[config.mk]
export PLATFORM = sky130hd
export DESIGN_NAME = age_ordered_rs
export DESIGN_NICKNAME = d
export VERILOG_FILES = /design/src/rtl/rs_pkg.sv /design/src/rtl/rs_age_select.sv /design/src/rtl/age_ordered_rs.sv
export SDC_FILE = /design/constraint.sdc
export NUM_CORES = 2
export LEC_CHECK = 0
export ABC_AREA = 1
export ABC_CLOCK_PERIOD_IN_PS = 10600
export CORE_MARGIN = 1.5
export CORE_UTILIZATION = 61
export CTS_CLUSTER_DIAMETER = 150
export DETAILED_ROUTE_END_ITERATION = 6
export PLACE_DENSITY = 0.81
export SLEW_MARGIN = 30
export SYNTH_ARGS = -nofsm -noshare
export SYNTH_HDL_FRONTEND = slang
export SYNTH_SLANG_ARGS = --single-unit
[constraint.sdc]
create_clock -name clk -period 10.6 [get_ports clk]
set_clock_uncertainty 0.1 [all_clocks]
set_input_delay 1.59 -clock clk [delete_from_list [all_inputs] [get_ports clk]]
set_output_delay 1.59 -clock clk [all_outputs]
set_load 0.005 [all_outputs]
[src/rtl/rs_pkg.sv]
// rs_pkg: shared entry type and ROB age helper for the age-ordered reservation station
package rs_pkg;
  localparam int RS_PREG_W = 7;
  localparam int RS_ROB_W = 4;
  typedef struct packed {
    logic valid;
    logic rs1_ready;
    logic rs2_ready;
    logic [RS_PREG_W-1:0] prs1;
    logic [RS_PREG_W-1:0] prs2;
    logic [RS_PREG_W-1:0] prd;
    logic [RS_ROB_W-1:0] rob_tag;
    logic [31:0] imm;
    logic [3:0] alu_op;
    logic [31:0] pc;
    logic alusrc;
    logic memwrite;
  } rs_entry_t;
  function automatic logic [RS_ROB_W-1:0] rob_age(input logic [RS_ROB_W-1:0] tag, input logic [RS_ROB_W-1:0] head);
    return tag - head;
  endfunction
endpackage

[src/rtl/rs_age_select.sv]
// rs_age_select: picks the candidate with the smallest age via a pairwise min tree
module rs_age_select #(
  parameter int N = 8,
  parameter int W = 4
) (
  input  logic [N-1:0]        cand,
  input  logic [N-1:0][W-1:0] ages,
  output logic                found,
  output logic [$clog2(N)-1:0] idx
);
  localparam int L = $clog2(N);
  localparam int P = 1 << L;
  logic         v [P];
  logic [W-1:0] a [P];
  logic [L-1:0] x [P];
  always_comb begin
    for (int j = 0; j < P; j++) begin
      v[j] = 1'b0;
      a[j] = '0;
      x[j] = L'(j);
      if (j < N) begin
        v[j] = cand[j];
        a[j] = ages[j];
      end
    end
    for (int s = 1; s < P; s = s * 2)
      for (int j = 0; j + s < P; j = j + 2 * s)
        if (v[j+s] && (!v[j] || a[j+s] < a[j])) begin
          v[j] = 1'b1;
          a[j] = a[j+s];
          x[j] = x[j+s];
        end
    found = v[0];
    idx = x[0];
  end
endmodule

[src/rtl/age_ordered_rs.sv]
// age_ordered_rs: multi-CDB reservation station issuing oldest-ready by ROB age with selective flush.
// Optional RS_PERF_CNT_EN adds full-stall and issue performance counters.
module age_ordered_rs import rs_pkg::*; #(
  parameter int PREG_WIDTH = RS_PREG_W,
  parameter int ROB_WIDTH = RS_ROB_W,
  parameter int RS_SIZE = 8,
  parameter int N_CDB = 2
) (
  input  logic                        clk,
  input  logic                        reset,
  input  logic                        i_valid,
  input  logic [31:0]                 i_pc,
  input  logic [PREG_WIDTH-1:0]       i_prs1,
  input  logic [PREG_WIDTH-1:0]       i_prs2,
  input  logic [PREG_WIDTH-1:0]       i_prd,
  input  logic [ROB_WIDTH-1:0]        i_rob_tag,
  input  logic [31:0]                 i_imm,
  input  logic [3:0]                  i_alu_op,
  input  logic                        i_alusrc,
  input  logic                        i_memwrite,
  input  logic                        i_rs1_ready,
  input  logic                        i_rs2_ready,
  output logic                        o_full,
  output logic [$clog2(RS_SIZE+1)-1:0] o_count,
  input  logic [N_CDB-1:0]            i_cdb_valid,
  input  logic [N_CDB*PREG_WIDTH-1:0] i_cdb_prd,
  input  logic                        i_eu_ready,
  output logic                        o_issue_valid,
  output logic [PREG_WIDTH-1:0]       o_issue_prs1,
  output logic [PREG_WIDTH-1:0]       o_issue_prs2,
  output logic [PREG_WIDTH-1:0]       o_issue_prd,
  output logic [ROB_WIDTH-1:0]        o_issue_rob_tag,
  output logic [31:0]                 o_issue_imm,
  output logic [31:0]                 o_issue_pc,
  output logic [3:0]                  o_issue_alu_op,
  output logic                        o_issue_alusrc,
  output logic                        o_issue_memwrite,
  input  logic [ROB_WIDTH-1:0]        i_rob_head,
  input  logic                        i_flush_valid,
  input  logic [ROB_WIDTH-1:0]        i_flush_rob_tag
`ifdef RS_PERF_CNT_EN
  ,
  output logic [31:0]                 o_perf_full_stall,
  output logic [31:0]                 o_perf_issue_cnt
`endif
);
  localparam int IW = $clog2(RS_SIZE);
  localparam int CW = $clog2(RS_SIZE+1);
  rs_entry_t q [RS_SIZE];
  rs_entry_t d [RS_SIZE];
  logic [RS_SIZE-1:0] cand;
  logic [RS_SIZE-1:0][ROB_WIDTH-1:0] ages;
  logic [ROB_WIDTH-1:0] flush_age;
  logic sel_found, free_found, alloc, fire;
  logic [IW-1:0] sel_idx, free_idx;
  logic [CW-1:0] nxt_count;
  function automatic logic cdb_hit(input logic [N_CDB-1:0] v, input logic [N_CDB*PREG_WIDTH-1:0] p, input logic [PREG_WIDTH-1:0] t);
    cdb_hit = 1'b0;
    for (int k = 0; k < N_CDB; k++)
      cdb_hit = cdb_hit | (v[k] && p[k*PREG_WIDTH +: PREG_WIDTH] == t && t != '0);
  endfunction
  always_comb begin
    free_found = 1'b0;
    free_idx = '0;
    for (int i = RS_SIZE - 1; i >= 0; i--) begin
      ages[i] = rob_age(q[i].rob_tag, i_rob_head);
      cand[i] = q[i].valid && q[i].rs1_ready && q[i].rs2_ready;
      if (!q[i].valid) begin
        free_found = 1'b1;
        free_idx = IW'(i);
      end
    end
  end
  rs_age_select #(.N(RS_SIZE), .W(ROB_WIDTH)) u_sel (
    .cand(cand), .ages(ages), .found(sel_found), .idx(sel_idx)
  );
  assign o_full = !free_found;
  assign alloc = i_valid && free_found && !i_flush_valid;
  assign o_issue_valid = sel_found && !i_flush_valid;
  assign fire = o_issue_valid && i_eu_ready;
  assign flush_age = rob_age(i_flush_rob_tag, i_rob_head);
  assign o_issue_prs1 = o_issue_valid ? q[sel_idx].prs1 : '0;
  assign o_issue_prs2 = o_issue_valid ? q[sel_idx].prs2 : '0;
  assign o_issue_prd = o_issue_valid ? q[sel_idx].prd : '0;
  assign o_issue_rob_tag = o_issue_valid ? q[sel_idx].rob_tag : '0;
  assign o_issue_imm = o_issue_valid ? q[sel_idx].imm : '0;
  assign o_issue_pc = o_issue_valid ? q[sel_idx].pc : '0;
  assign o_issue_alu_op = o_issue_valid ? q[sel_idx].alu_op : '0;
  assign o_issue_alusrc = o_issue_valid && q[sel_idx].alusrc;
  assign o_issue_memwrite = o_issue_valid && q[sel_idx].memwrite;
  always_comb begin
    nxt_count = '0;
    for (int i = 0; i < RS_SIZE; i++) begin
      d[i] = q[i];
      d[i].rs1_ready = q[i].rs1_ready | cdb_hit(i_cdb_valid, i_cdb_prd, q[i].prs1);
      d[i].rs2_ready = q[i].rs2_ready | cdb_hit(i_cdb_valid, i_cdb_prd, q[i].prs2);
      if ((i_flush_valid && ages[i] > flush_age) || (fire && sel_idx == IW'(i)))
        d[i].valid = 1'b0;
      if (alloc && free_idx == IW'(i)) begin
        d[i].valid = 1'b1;
        d[i].rs1_ready = i_prs1 == '0 || i_rs1_ready || cdb_hit(i_cdb_valid, i_cdb_prd, i_prs1);
        d[i].rs2_ready = i_prs2 == '0 || i_rs2_ready || cdb_hit(i_cdb_valid, i_cdb_prd, i_prs2);
        d[i].prs1 = i_prs1;
        d[i].prs2 = i_prs2;
        d[i].prd = i_prd;
        d[i].rob_tag = i_rob_tag;
        d[i].imm = i_imm;
        d[i].alu_op = i_alu_op;
        d[i].pc = i_pc;
        d[i].alusrc = i_alusrc;
        d[i].memwrite = i_memwrite;
      end
      nxt_count = nxt_count + CW'(d[i].valid);
    end
  end
  always_ff @(posedge clk) begin
    if (reset) begin
      for (int i = 0; i < RS_SIZE; i++) q[i] <= '0;
      o_count <= '0;
    end else begin
      for (int i = 0; i < RS_SIZE; i++) q[i] <= d[i];
      o_count <= nxt_count;
    end
  end
`ifdef RS_PERF_CNT_EN
  always_ff @(posedge clk) begin
    if (reset) begin
      o_perf_full_stall <= '0;
      o_perf_issue_cnt <= '0;
    end else begin
      o_perf_full_stall <= o_perf_full_stall + 32'(i_valid && o_full);
      o_perf_issue_cnt <= o_perf_issue_cnt + 32'(fire);
    end
  end
`endif
endmodule
==> impl_metrics.py <==
metrics = {
    "run_status": {
        "status": "complete, but fails checks",
        "violations": "DRC",
    },
    "layout": {
        "fillers": 6106,
        "syn_to_final_growth_pct": 12.6,
        "nets": 6776,
        "final_util_pct": 69.6,
        "drive_gt1_share_pct": 4.22,
    },
    "routing": {
        "via_per_inst": 5.95,
        "drt-total-wl_um": 144000,
        "antenna_left": 0,
        "firstDrtPassIters": 7,
        "vias": 45100,
        "drt_iter0_markers": 5633,
        "drc": 2,
        "wl_per_cell_um": 18.9,
    },
    "place": {
        "portBuffers": 226,
        "globalplace.congestion": 0.985,
        "dp_hpwl_um": 82500,
    },
    "yosys": {
        "synthCells": 6677,
        "async_flop_share_pct": 0,
        "ys_top_cells_by_count": "nand2_1 (1584), a21oi_1 (922), inv_1 (873)",
        "avgSynthCellArea_sq_um": 6.49,
        "ys_top_cells_by_area": "dfxtp_1 (36%), nand2_1 (14%), a21oi_1 (11%)",
        "ys_types": 46,
        "synth_area_leader_cell": "dfxtp_1",
        "synth-main-ff-cell": "dfxtp_1",
        "ys_ff_latch": 788,
        "synth-edff-count": 0,
        "ys_warn_count": 0,
        "ys_seq_area_share_pct": 36.4,
        "synth_fp_nets": 6891,
        "netlist_area_sq_um": 43300,
        "yosysMostFrequentCell": "nand2_1",
        "yosys.area.top_type_share_pct": 36.4,
    },
    "setup_path": {
        "crit_family": "buffers and inverters",
        "cp.arrival_ns": 8.28,
        "path_common_cell": "nand2_1",
        "crit_buf_inv": 8,
        "cp_max_fo": 50,
        "critPathMaxStageDelay_ns": 0.81,
        "crit_type": "input port to output pin",
        "crit_required_ns": 8.91,
        "cp-start-kind": "input port",
        "cp-end-kind": "output pin",
        "cp_slowest_cell": "clkdlybuf4s50_1",
    },
    "sta": {
        "slew_headroom_pct": 20.5,
        "min_period_over_period_pct": 94.1,
        "finalSetupTns_ns": 0,
        "setup_viol": 0,
        "holdWs_ns": 0.351,
        "rsz0062_at_grt": "false",
        "period_minus_slack_ns": 9.97,
        "fmax_mhz": 100,
        "slew_violations": 0,
        "worst_pin_slew_ns": 1.18,
        "hold_viol": 0,
    },
    "floorplanning": {
        "row_count": 97,
        "die_x_um": 270,
        "start_util_pct": 61.8,
        "coreArea_sq_um": 70100,
        "die_h_um": 270,
        "io_pins": 227,
        "fp.dieArea_sq_um": 72700,
    },
    "pwr": {
        "leakage_nw": 19.4,
        "peakVddDrop_uv": 130,
        "powerDensity_nw_per_um2": 142,
        "finalPower_mw": 6.94,
    },
    "global_routing": {
        "grt_max_degree": 292,
        "grt_pass1_vias": 41300,
        "grt_usage_pct": 38.0,
        "antenna_found_initial": 10,
        "globalRouteOverflowTotal": 0,
        "grt_pass1_wl_um": 226000,
    },
    "cts": {
        "clkLatencyLatePin_ns": 0.66,
        "cts_tree": "done",
        "path_clk_slew_ns": 0.06,
        "htree_levels": 3,
        "clock_path_buffers": 3,
        "cts_buffers": 87,
        "clockRootBuffer": "clkbuf_16",
        "cts_sinks": 788,
        "hold_buffers": 0,
    },
    "hold_path": {
        "hold_class": "flip-flop to flip-flop",
    },
    "run": {
        "cap_violations": 0,
    },
}
-- cell families after synthesis --
group / after synthesis / synth area share (%)
AND/OR/NAND/NOR: 2391 / 23.0
AO/OA/AOI/OAI: 1938 / 23.7
buffers and inverters: 1411 / 12.8
flip-flops: 788 / 36.4
adder cells (fa/ha/maj): 88 / 2.77
XOR/XNOR: 61 / 1.23
-- per-layer routing --
| metal | part of all wire [%] | track usage (%) | vias up |
|---|---|---|---|
| li1 | - | - | 21600 |
| met3 | 10 | 7.48 | 462 |
| met2 | 45 | 59.9 | 2467 |
| met4 | 4.2 | 17.3 | 8 |
| met5 | 0.040 | 0 | - |
| met1 | 41 | 50.4 | 20600 |
-- path summary, 6_finish.rpt --
check | from | endpoint | slack [ns] | cells after the start
worst max-delay path | i_rob_head[0] | o_issue_rob_tag[1] | 0.63 | 40
worst min-delay path | q[3][4]$_SDFFE_PP0P_ | q[3][4]$_SDFFE_PP0P_ | 0.35 | 2
worst max register to register | q[3][70]$_SDFFE_PP0P_ | o_count[2]$_SDFF_PP0_ | 2.73 | 44
worst min register to register | q[3][4]$_SDFFE_PP0P_ | q[3][4]$_SDFFE_PP0P_ | 0.35 | 2
-- where the power goes --
part | total (mW) | internal [mW] | switching, mW | leakage, nW
sequential | 3.03 | 3.01 | 0.0190 | 6.37
clock | 3.24 | 1.92 | 1.32 | 1.52
combinational | 0.670 | 0.234 | 0.436 | 11.5
-- cell type report --
class | instances | area, sq um | share of cell area (%)
diodes | 6 | 15.0 | 0.0308
clock inverters | 30 | 468 | 0.959
inverters | 890 | 3390 | 6.95
well taps | 940 | 1180 | 2.41
flip-flops and latches | 788 | 15800 | 32.3
repair buffers | 317 | 3260 | 6.68
multi-input cells | 4478 | 22100 | 45.3
clock buffers | 131 | 2630 | 5.38
-- sequential cells by signal, summed over array words and instances, names as in the netlist --
name     flops
o_count      4
q          784
-- what timing repair did --
action                                  4_1_cts  5_1_grt
buffers inserted                              0        2
gates resized for setup                       0        8
endpoints found under the setup margin        0       22
-- worst min-delay path: stages, from the launching register on --
cell	delay [ns]
dfxtp_1	0.30
inv_1	0.06
a21oi_1	0.05
-- per-stage QoR --
| stage | setup slack [ns] | instances | cell area (sq um) |
|---|---|---|---|
| final | 0.626 | 7580 | 48800 |
| after global routing | 0.101 | 7580 | 48800 |
| after floorplan | 2.25 | 6677 | 43300 |
| after detailed placement | 0.547 | 7410 | 45600 |
| after global placement | 0.593 | 7410 | 45600 |
| after CTS | 0.501 | 7571 | 48700 |
-- placed cells by master (no fill, tap or decap), types with 20 or more instances in the layout --
cell type / instances
xnor2_1: 38
buf_12: 21
clkbuf_8: 24
inv_1: 866
o21ai_0: 820
dfxtp_1: 788
a31oi_1: 20
nor2_1: 129
nand4_1: 25
nand3_1: 590
clkdlybuf4s50_1: 225
clkbuf_16: 89
o2111ai_1: 52
o22ai_1: 27
nand2_1: 1582
a21oi_1: 921
ha_1: 75
o221ai_1: 26
buf_4: 60
xor2_1: 21
(Power assumes the default switching activity.)
